===== src/rtl/gamepad_serial_rx_pkg.sv =====
// Shared types and constants for the SNES-style gamepad receiver.
// Latency: n/a (declarations only).
// Backpressure: n/a.
package gamepad_pkg;

    typedef enum logic [2:0] {
        ST_IDLE,
        ST_LATCH,
        ST_LOW,
        ST_HIGH,
        ST_DONE
    } gp_state_t;

    localparam int DEF_NBITS = 16;

    // Serial bit positions of the SNES buttons
    localparam int BTN_B      = 0;
    localparam int BTN_Y      = 1;
    localparam int BTN_SELECT = 2;
    localparam int BTN_START  = 3;
    localparam int BTN_UP     = 4;
    localparam int BTN_DOWN   = 5;
    localparam int BTN_LEFT   = 6;
    localparam int BTN_RIGHT  = 7;
    localparam int BTN_A      = 8;
    localparam int BTN_X      = 9;
    localparam int BTN_L      = 10;
    localparam int BTN_R      = 11;

    // A real pad always reports these bits released (high)
    localparam int PRES_LO = 12;
    localparam int PRES_HI = 15;

endpackage


===== src/rtl/gamepad_serial_rx_if.sv =====
// Pad pins plus the decoded button bus of the gamepad receiver.
// Latency: n/a (wiring only).
// Backpressure: none; the frame pulse is fire-and-forget.
interface gamepad_serial_rx_if
    import gamepad_pkg::*;
#(
    parameter int NBITS = DEF_NBITS
);
    logic             pad_data_i;
    logic             pad_latch_o;
    logic             pad_clk_o;
    logic [NBITS-1:0] buttons_o;
    logic             frame_valid_o;
    logic             pad_present_o;

    // Receiver side
    modport master (
        input  pad_data_i,
        output pad_latch_o, pad_clk_o, buttons_o, frame_valid_o, pad_present_o
    );

    // Pad / consumer side
    modport slave (
        output pad_data_i,
        input  pad_latch_o, pad_clk_o, buttons_o, frame_valid_o, pad_present_o
    );
endinterface


===== src/rtl/gamepad_serial_rx_sync2.sv =====
// Two-flop synchronizer for the asynchronous pad data line.
// Latency: 2 clk cycles.
// Backpressure: none.
module gamepad_sync2 (
    input  logic clk,
    input  logic rst_n,
    input  logic d_i,
    output logic q_o
);
    logic meta_q;
    logic sync_q;

    // Double-register the async input to settle metastability
    always_ff @(posedge clk or negedge rst_n) begin
        if (!rst_n) begin
            meta_q <= 1'b0;
            sync_q <= 1'b0;
        end else begin
            meta_q <= d_i;
            sync_q <= meta_q;
        end
    end

    assign q_o = sync_q;
endmodule


===== src/rtl/gamepad_serial_rx.sv =====
// Polls an SNES pad (latch + NBITS clocked bits) every POLL_PER cycles; GAMEPAD_DEBOUNCE_EN gates updates on two equal frames.
// Latency: frame = 2*HALF_PER*(NBITS+1) cycles after the poll, plus one DONE cycle where outputs update.
// Backpressure: none; one poll request queues while busy, further ones are dropped.
module gamepad_serial_rx
    import gamepad_pkg::*;
#(
    parameter int HALF_PER = 300,
    parameter int POLL_PER = 833333,
    parameter int NBITS    = DEF_NBITS
) (
    input  logic                 clk,
    input  logic                 rst_n,
    gamepad_serial_rx_if.master  bus
);
    localparam int PH_W  = $clog2(2*HALF_PER + 1);
    localparam int TMR_W = $clog2(POLL_PER + 1);
    localparam int IDX_W = $clog2(NBITS);

    localparam logic [PH_W-1:0]  HALF_LAST  = PH_W'(HALF_PER - 1);
    localparam logic [PH_W-1:0]  LATCH_LAST = PH_W'(2*HALF_PER - 1);
    localparam logic [TMR_W-1:0] TMR_LAST   = TMR_W'(POLL_PER - 1);
    localparam logic [IDX_W-1:0] IDX_LAST   = IDX_W'(NBITS - 1);

    gp_state_t        state_q;
    logic [TMR_W-1:0] timer_q, timer_d;
    logic [PH_W-1:0]  ph_q;
    logic [IDX_W-1:0] idx_q;
    logic [NBITS-1:0] shreg_q;
    logic             pend_q;
    logic             latch_q;
    logic             pclk_q;
    logic [NBITS-1:0] btn_q;
    logic             fv_q;
    logic             pres_q;
`ifdef GAMEPAD_DEBOUNCE_EN
    logic [NBITS-1:0] prev_q;
`endif

    logic data_sync;
    logic poll_req;
    logic present;

    gamepad_sync2 u_sync (
        .clk   (clk),
        .rst_n (rst_n),
        .d_i   (bus.pad_data_i),
        .q_o   (data_sync)
    );

    assign timer_d  = (timer_q == TMR_LAST) ? '0 : timer_q + TMR_W'(1);
    assign poll_req = (timer_q == TMR_LAST);
    assign present  = &shreg_q[PRES_HI:PRES_LO];

    // Free-running poll timer
    always_ff @(posedge clk or negedge rst_n) begin
        if (!rst_n) timer_q <= '0;
        else        timer_q <= timer_d;
    end

    // Frame sequencer with registered pad pins and button outputs
    always_ff @(posedge clk or negedge rst_n) begin
        if (!rst_n) begin
            state_q <= ST_IDLE;
            ph_q    <= '0;
            idx_q   <= '0;
            shreg_q <= '0;
            pend_q  <= 1'b0;
            latch_q <= 1'b0;
            pclk_q  <= 1'b1;
            btn_q   <= '0;
            fv_q    <= 1'b0;
            pres_q  <= 1'b0;
`ifdef GAMEPAD_DEBOUNCE_EN
            prev_q  <= '0;
`endif
        end else begin
            fv_q <= 1'b0;
            // A request seen mid-frame is remembered once; start states override below
            if (poll_req) pend_q <= 1'b1;
            case (state_q)
                ST_IDLE, ST_DONE: begin
                    if (poll_req || pend_q) begin
                        state_q <= ST_LATCH;
                        latch_q <= 1'b1;
                        ph_q    <= '0;
                        pend_q  <= 1'b0;
                    end else begin
                        state_q <= ST_IDLE;
                    end
                end
                ST_LATCH: begin
                    if (ph_q == LATCH_LAST) begin
                        state_q <= ST_LOW;
                        latch_q <= 1'b0;
                        pclk_q  <= 1'b0;
                        ph_q    <= '0;
                        idx_q   <= '0;
                    end else begin
                        ph_q <= ph_q + PH_W'(1);
                    end
                end
                ST_LOW: begin
                    if (ph_q == HALF_LAST) begin
                        shreg_q[idx_q] <= data_sync;
                        state_q        <= ST_HIGH;
                        pclk_q         <= 1'b1;
                        ph_q           <= '0;
                    end else begin
                        ph_q <= ph_q + PH_W'(1);
                    end
                end
                ST_HIGH: begin
                    if (ph_q == HALF_LAST) begin
                        ph_q <= '0;
                        if (idx_q == IDX_LAST) begin
                            state_q <= ST_DONE;
                            fv_q    <= 1'b1;
`ifdef GAMEPAD_DEBOUNCE_EN
                            prev_q <= shreg_q;
                            if (shreg_q == prev_q) begin
                                pres_q <= present;
                                btn_q  <= present ? ~shreg_q : '0;
                            end
`else
                            pres_q <= present;
                            btn_q  <= present ? ~shreg_q : '0;
`endif
                        end else begin
                            idx_q   <= idx_q + IDX_W'(1);
                            state_q <= ST_LOW;
                            pclk_q  <= 1'b0;
                        end
                    end else begin
                        ph_q <= ph_q + PH_W'(1);
                    end
                end
                default: state_q <= ST_IDLE;
            endcase
        end
    end

    assign bus.pad_latch_o   = latch_q;
    assign bus.pad_clk_o     = pclk_q;
    assign bus.buttons_o     = btn_q;
    assign bus.frame_valid_o = fv_q;
    assign bus.pad_present_o = pres_q;
endmodule


===== src/flat_wrapper.sv =====
// flat-port wrapper written by rule: the top's interface ports become plain ports
module gamepad_serial_rx_flat import gamepad_pkg::*;
#(
    parameter int HALF_PER = 300,
    parameter int POLL_PER = 833333,
    parameter int NBITS    = DEF_NBITS
)
  (clk, rst_n, bus_pad_data_i, bus_pad_latch_o, bus_pad_clk_o, bus_buttons_o, bus_frame_valid_o, bus_pad_present_o);
  gamepad_serial_rx_if #(.NBITS(NBITS)) bus_i ();
  input  logic clk;
  input  logic rst_n;
  input wire logic [$bits(bus_i.pad_data_i)-1:0] bus_pad_data_i;
  output wire logic [$bits(bus_i.pad_latch_o)-1:0] bus_pad_latch_o;
  output wire logic [$bits(bus_i.pad_clk_o)-1:0] bus_pad_clk_o;
  output wire logic [$bits(bus_i.buttons_o)-1:0] bus_buttons_o;
  output wire logic [$bits(bus_i.frame_valid_o)-1:0] bus_frame_valid_o;
  output wire logic [$bits(bus_i.pad_present_o)-1:0] bus_pad_present_o;
  assign bus_i.pad_data_i = bus_pad_data_i;
  assign bus_pad_latch_o = bus_i.pad_latch_o;
  assign bus_pad_clk_o = bus_i.pad_clk_o;
  assign bus_buttons_o = bus_i.buttons_o;
  assign bus_frame_valid_o = bus_i.frame_valid_o;
  assign bus_pad_present_o = bus_i.pad_present_o;
  gamepad_serial_rx #(.HALF_PER(HALF_PER), .POLL_PER(POLL_PER), .NBITS(NBITS)) u_core (.clk(clk), .rst_n(rst_n), .bus(bus_i));
endmodule

===== config.mk =====
export PLATFORM = sky130hd
export DESIGN_NAME = gamepad_serial_rx_flat
export DESIGN_NICKNAME = d
export VERILOG_FILES = /design/src/rtl/gamepad_serial_rx_pkg.sv /design/src/rtl/gamepad_serial_rx_if.sv /design/src/rtl/gamepad_serial_rx_sync2.sv /design/src/rtl/gamepad_serial_rx.sv /design/src/flat_wrapper.sv
export SDC_FILE = /design/constraint.sdc
export NUM_CORES = 1
export LEC_CHECK = 0
export BUFFER_PORTS_ARGS = -buffer_cell sky130_fd_sc_hd__buf_2
export CELL_PAD_IN_SITES_DETAIL_PLACEMENT = 1
export CELL_PAD_IN_SITES_GLOBAL_PLACEMENT = 1
export CORE_ASPECT_RATIO = 1.2
export CORE_MARGIN = 8
export CORE_UTILIZATION = 25
export CTS_CLUSTER_SIZE = 25
export DETAILED_ROUTE_END_ITERATION = 8
export HOLD_SLACK_MARGIN = 0.05
export PLACE_DENSITY = 0.49
export SYNTH_ARGS = -nofsm -noshare
export SYNTH_HDL_FRONTEND = slang
export SYNTH_SLANG_ARGS = --single-unit
export TNS_END_PERCENT = 30

===== constraint.sdc =====
create_clock -name clk -period 2.7 [get_ports clk]
set_input_delay 0.675 -clock clk [delete_from_list [all_inputs] [get_ports clk]]
set_output_delay 0.675 -clock clk [all_outputs]
set_load 0.01 [all_outputs]

**Word level (Yosys, flattened, before mapping)**

Index checks and enable logic that the tools add are counted.

- Register bits: 76
- Bits of input ports: 3
- Output and inout port bits: 20

- Add/subtract/negate cells: 3
- $lt $le $gt $ge: 2
- Eq/ne operators: 13
- Multiplexer cells: 32
- Bitwise operators: 1
- Reductions and logical operators: 17

Operators by type and width:

| cell | count |
|---|---|
| two-way mux 10 bit | 3 |
| case mux 10 bit (3 select lines) | 1 |
| adder 20 x 1 -> 20 bit (second input constant) | 1 |
| == test 20 bit (second input constant) | 1 |
| two-way mux 20 bit | 1 |
| bitwise mux 16 bit | 1 |
| two-way mux 16 bit | 1 |
| NOT 16 bit | 1 |
| two-way mux 1 bit | 13 |
| two-way mux 3 bit | 4 |
| two-way mux 4 bit | 3 |
| case mux 3 bit (4 select lines) | 1 |
| adder 10 x 1 -> 10 bit (second input constant) | 1 |
| == test 10 bit (second input constant) | 1 |
| == test 10 x 9 -> 1 bit (second input constant) | 1 |
| AND reduction 3 bit | 3 |
| != test 2 x 1 -> 1 bit (second input constant) | 4 |
| case mux 4 bit (2 select lines) | 1 |
| AND reduction 4 bit | 2 |
| == test 3 x 2 -> 1 bit (second input constant) | 2 |
| nonzero test 3 bit | 2 |
| less-than comparator 4 x 5 -> 1 bit (second input constant) | 1 |
| AND reduction 5 bit | 1 |
| adder 4 x 1 -> 4 bit (second input constant) | 1 |
| 14 further kinds | 17 |

**Depth between registers and ports, before layout**

- Word-level depth: 5
- Mapped depth: 8
- Mapped depth without buffers: 6

**Modules after synthesis**

From an unflattened synthesis, not the netlist that was laid out.

- Cell total of the unflattened synthesis: 328
- Area total of the unflattened synthesis: 3509.6 um^2

By module, submodules not included:

| module | times used | cells an instance | area each (um^2) | sequential area each (um^2) |
|---|---|---|---|---|
| gamepad_serial_rx | 1 | 326 | 3459.6 | 1853.0 |
| gamepad_sync2 | 1 | 2 | 50.0 | 50.0 |

**Worst setup path after synthesis**

No wires, ideal clock.

- Path kind: reg2reg
- Start: reg u_core.ph_q[4]
- End: reg u_core.shreg_q[14]
- Setup time: 127 ps
- Arrival time: 2180 ps
- Slack: 393 ps
- Stages on the path, launching flop included: 7
- Path buffers: 1
- Path through: dfrtp_1 or3_1 or4_4 nor4b_4 buf_4 nand4_1 mux2_1

- Word-level cells in the longest chain between the ends: 2

RTL lines:

| what | line | source |
|---|---|---|
| start, declared | gamepad_serial_rx.sv:26 | `logic [PH_W-1:0] ph_q;` |
| start signal, assigned | gamepad_serial_rx.sv:99 | `ph_q <= ph_q + PH_W'(1);` |
| start signal, assigned | gamepad_serial_rx.sv:109 | `ph_q <= ph_q + PH_W'(1);` |
| start signal, assigned | gamepad_serial_rx.sv:134 | `ph_q <= ph_q + PH_W'(1);` |
| == test 10 x 9 -> 1 bit | gamepad_serial_rx.sv:103 | `if (ph_q == HALF_LAST) begin` |
| AND reduction 2 bit (no line) | - |  |
| end signal, assigned by index | gamepad_serial_rx.sv:104 | `shreg_q[idx_q] <= data_sync;` |
| end, declared | gamepad_serial_rx.sv:28 | `logic [NBITS-1:0] shreg_q;` |

No other way between the ends.
A chain may end at the register's enable or synchronous reset.

**Worst setup path in the final report**

- Start: reg u_core.ph_q[4]
- End: reg u_core.shreg_q[11]

Same word-level chain as after synthesis.

==> metrics.txt <==
outcome finished clean; crit path DAT roughly 2600 ps; # IOs 23; clock net sink count 76; area occupied by registers ~1900 um2; busiest grt layer met2; post-cts resize count 0; RSZ-0062 raised after global routing no; final setup TNS 0 ps; clock buffer depth 2; Die ar. approximately 18000 um2; DIE HEIGHT between 100 and 150 um; syn nets between 300 and 400; DRT iter0 DRCs 132; Async SR Flop Fraction 1.000; DR vias 2555; Max transition margin 0.2950; Mapped Avg Cell Area roughly 11 um2; routability cong. 0.7080; Antenna Nets Post-Route 0; Final Hold Vio Count 0; Reg clk slew, reported paths ~60 ps; tightest hold margin 321.0 ps; initial antenna violation count 0; GR Overflow Total 0; Final Cell Area about 4300 um2; GRT Overall Usage 0.09474; Crit Path Max Fanout 16; Comb pwr share 0.011; cell-internal power 2.048 mW; clock share of power 0.543; Syn-to-layout area delta 19.05%; min-delay worst type input port to async pin; post-synth top area cell dfrtp_1; final setup vio count 0; layout cells sized above 1 0.2188; # rows 48; DP HPWL about 5.5 mm; Core ar. 14230 um2; Post-DP Area approximately 3900 um2; Synth area leaders dfrtp_1 (52%), mux2_2 (5.0%), nand3_1 (3.5%); area occupied by multi-input gates around 1600 um2; post-synthesis mux area share 0.05608; FF+latch count, synth between 70 and 80; cts bufs inserted 9; minimum clock period around 2400 ps; placed cell count between 500 and 600; synth unique cells about 50; worst-skew pair later-pin latency between 300 and 400 ps; VDD IR max between 300 and 400 uV; yosys synthesis warning count 0; hold-fix buffer count after cts 0; final WL around 8 mm; Remaining DRCs 0; main combinational cell family by area after synthesis simple AND/OR/NAND/NOR gates; crit share post-route 0.8885; largest net degree at the start of global routing 41; maxcap violations 0; vias in the first global route roughly 2700; M3 GR Usage 0.03082; H-tree Lvls 3; Worst-Margin Slew roughly 1000 ps; n_diodes 0; Top FF cell, synth dfrtp_1; starting density of the core 0.2524; most frequent cells after synthesis dfrtp_1 (75), nand2_1 (26), nand3_1 (25); # nets final between 300 and 400; class of the most critical setup path register to register; Post-Layout Cell Count roughly 540; filler cell count approximately 1600; Synth Cell Area approximately 3600 um2; first-pass GRT wire length roughly 14 mm; vias per std cell approximately 4.8; clk root buf clkbuf_16; number of synthesized flops with an enable pin 0; sequential power share 0.446; post-synthesis sequential area ratio 0.5298; Switch Pwr between 0.5 and 0.6 mW; fmax about 420 MHz; die width ~130 um; Synth Area in Compound Gates 0.09613; startpoint types register; Synth top area share 0.5225; TritonCTS clock tree yes; drt first pass iters 4; CP endpoint kind register; PD cells ~600 nW/um2; CP required roughly 2900 ps; Final Util 0.3005; Mapped Cells ~330; met1 Use GR 0.1171; most common cell in the synthesized netlist dfrtp_1; adder-cell area share of the yosys netlist 0.02438; Fin Clk Skew roughly 6 ps; wire length per cell about 15 um; PortBufs 22; post-synthesis simple-gate area fraction 0.2205; xor-xnor portion of the synthesized cell area 0.04145; Pleak 1.991 nW; Sw Share 0.2009; max-slew violations 0; post-CTS setup buffer count 0; GR Util met2 0.1491
cell type report:
type,count,area share
clock buffers,10,0.05354
clock inverters,6,0.02633
inverters,10,0.008777
multi-input cells,227,0.3683
flip-flops and latches,76,0.4450
well taps,175,0.05120
repair buffers,32,0.04681
cell families after synthesis:
family / count (synthesis)
AO/OA/AOI/OAI: 43
XOR/XNOR: 17
adder cells (fa/ha/maj): 7
buffers and inverters: 25
flip-flops: 76
multiplexers: 18
AND/OR/NAND/NOR: 142
routing by layer:
layer,wire [um],part of all wire,up-vias
met3,269,0.034,8
met5,0,0,-
met4,101,0.013,0
met2,3805,0.48,29
met1,3816,0.48,1278
li1,-,-,1240
state kept, by name (all words and copies together) (netlist names):
register and count:
u_core.bus.frame_valid_o 1, u_core.ph_q 10, u_core.bus.pad_latch_o 1, u_core.bus.pad_present_o 1, u_core.state_q 3, u_core.u_sync.meta_q 1, u_core.pend_q 1, u_core.idx_q 4
u_core.bus.pad_clk_o 1, u_core.shreg_q 16, u_core.u_sync.q_o 1, u_core.bus.buttons_o 16, u_core.timer_q 20
power by group through the flow:
| stage | combinational [mW] | sequential [mW] | clock, mW |
|---|---|---|---|
| 6_report | 0.0276 | 1.14 | 1.39 |
| 4_1_cts | 0.0309 | 1.14 | 1.44 |
| 5_1_grt | 0.0335 | 1.14 | 1.48 |
| 3_3_place_gp | 0.0301 | 1.17 | 0 |
| 2_1_floorplan | 0.00167 | 1.16 | 0 |
| 3_5_place_dp | 0.0307 | 1.17 | 0 |
final timing paths:
kind | start | endpoint | slack [ps] | cells past startpoint
max in group asynchronous | rst_n | u_core.bus.pad_clk_o | 1710 | 2
min | rst_n | u_core.bus.buttons_o[14] | 320 | 1
max reg2reg | u_core.ph_q[4] | u_core.shreg_q[11] | 300 | 6
max | u_core.ph_q[4] | u_core.shreg_q[11] | 300 | 6
min reg2reg | u_core.u_sync.meta_q | u_core.u_sync.q_o | 400 | 0
min in group clk | u_core.u_sync.meta_q | u_core.u_sync.q_o | 400 | 0
stage by stage:
stage	power [mW]	setup slack (ps)
final	2.563	301.2
after global routing	2.657	171.1
after CTS	2.615	295.3
after detailed placement	1.196	298.0
after global placement	1.195	339.9
after floorplan	1.164	392.8
layout by cell type (no fill, tap or decap), types with 7 or more instances in the layout:
cell	netlist	final
nor2_1	22	22
buf_4	1	10
o21ai_2	9	9
mux2_2	16	16
nand3_1	25	25
nand2_1	26	26
clkbuf_16	0	9
nor3_1	8	8
a211o_1	7	7
xor2_1	7	7
and3_1	12	12
ha_1	7	7
nand4_1	10	10
buf_2	1	21
inv_1	10	10
dfrtp_1	75	75
xnor2_1	10	10
nor3b_1	7	7
worst max-delay path, stage by stage, from the launching register on:
cell     delay [ps]
dfrtp_1         440
or3_1           410
or4_4           470
nor4b_4         220
buf_4           230
and3_1          190
mux2_2          330
No activity file was read; power rests on OpenSTA's default activity.
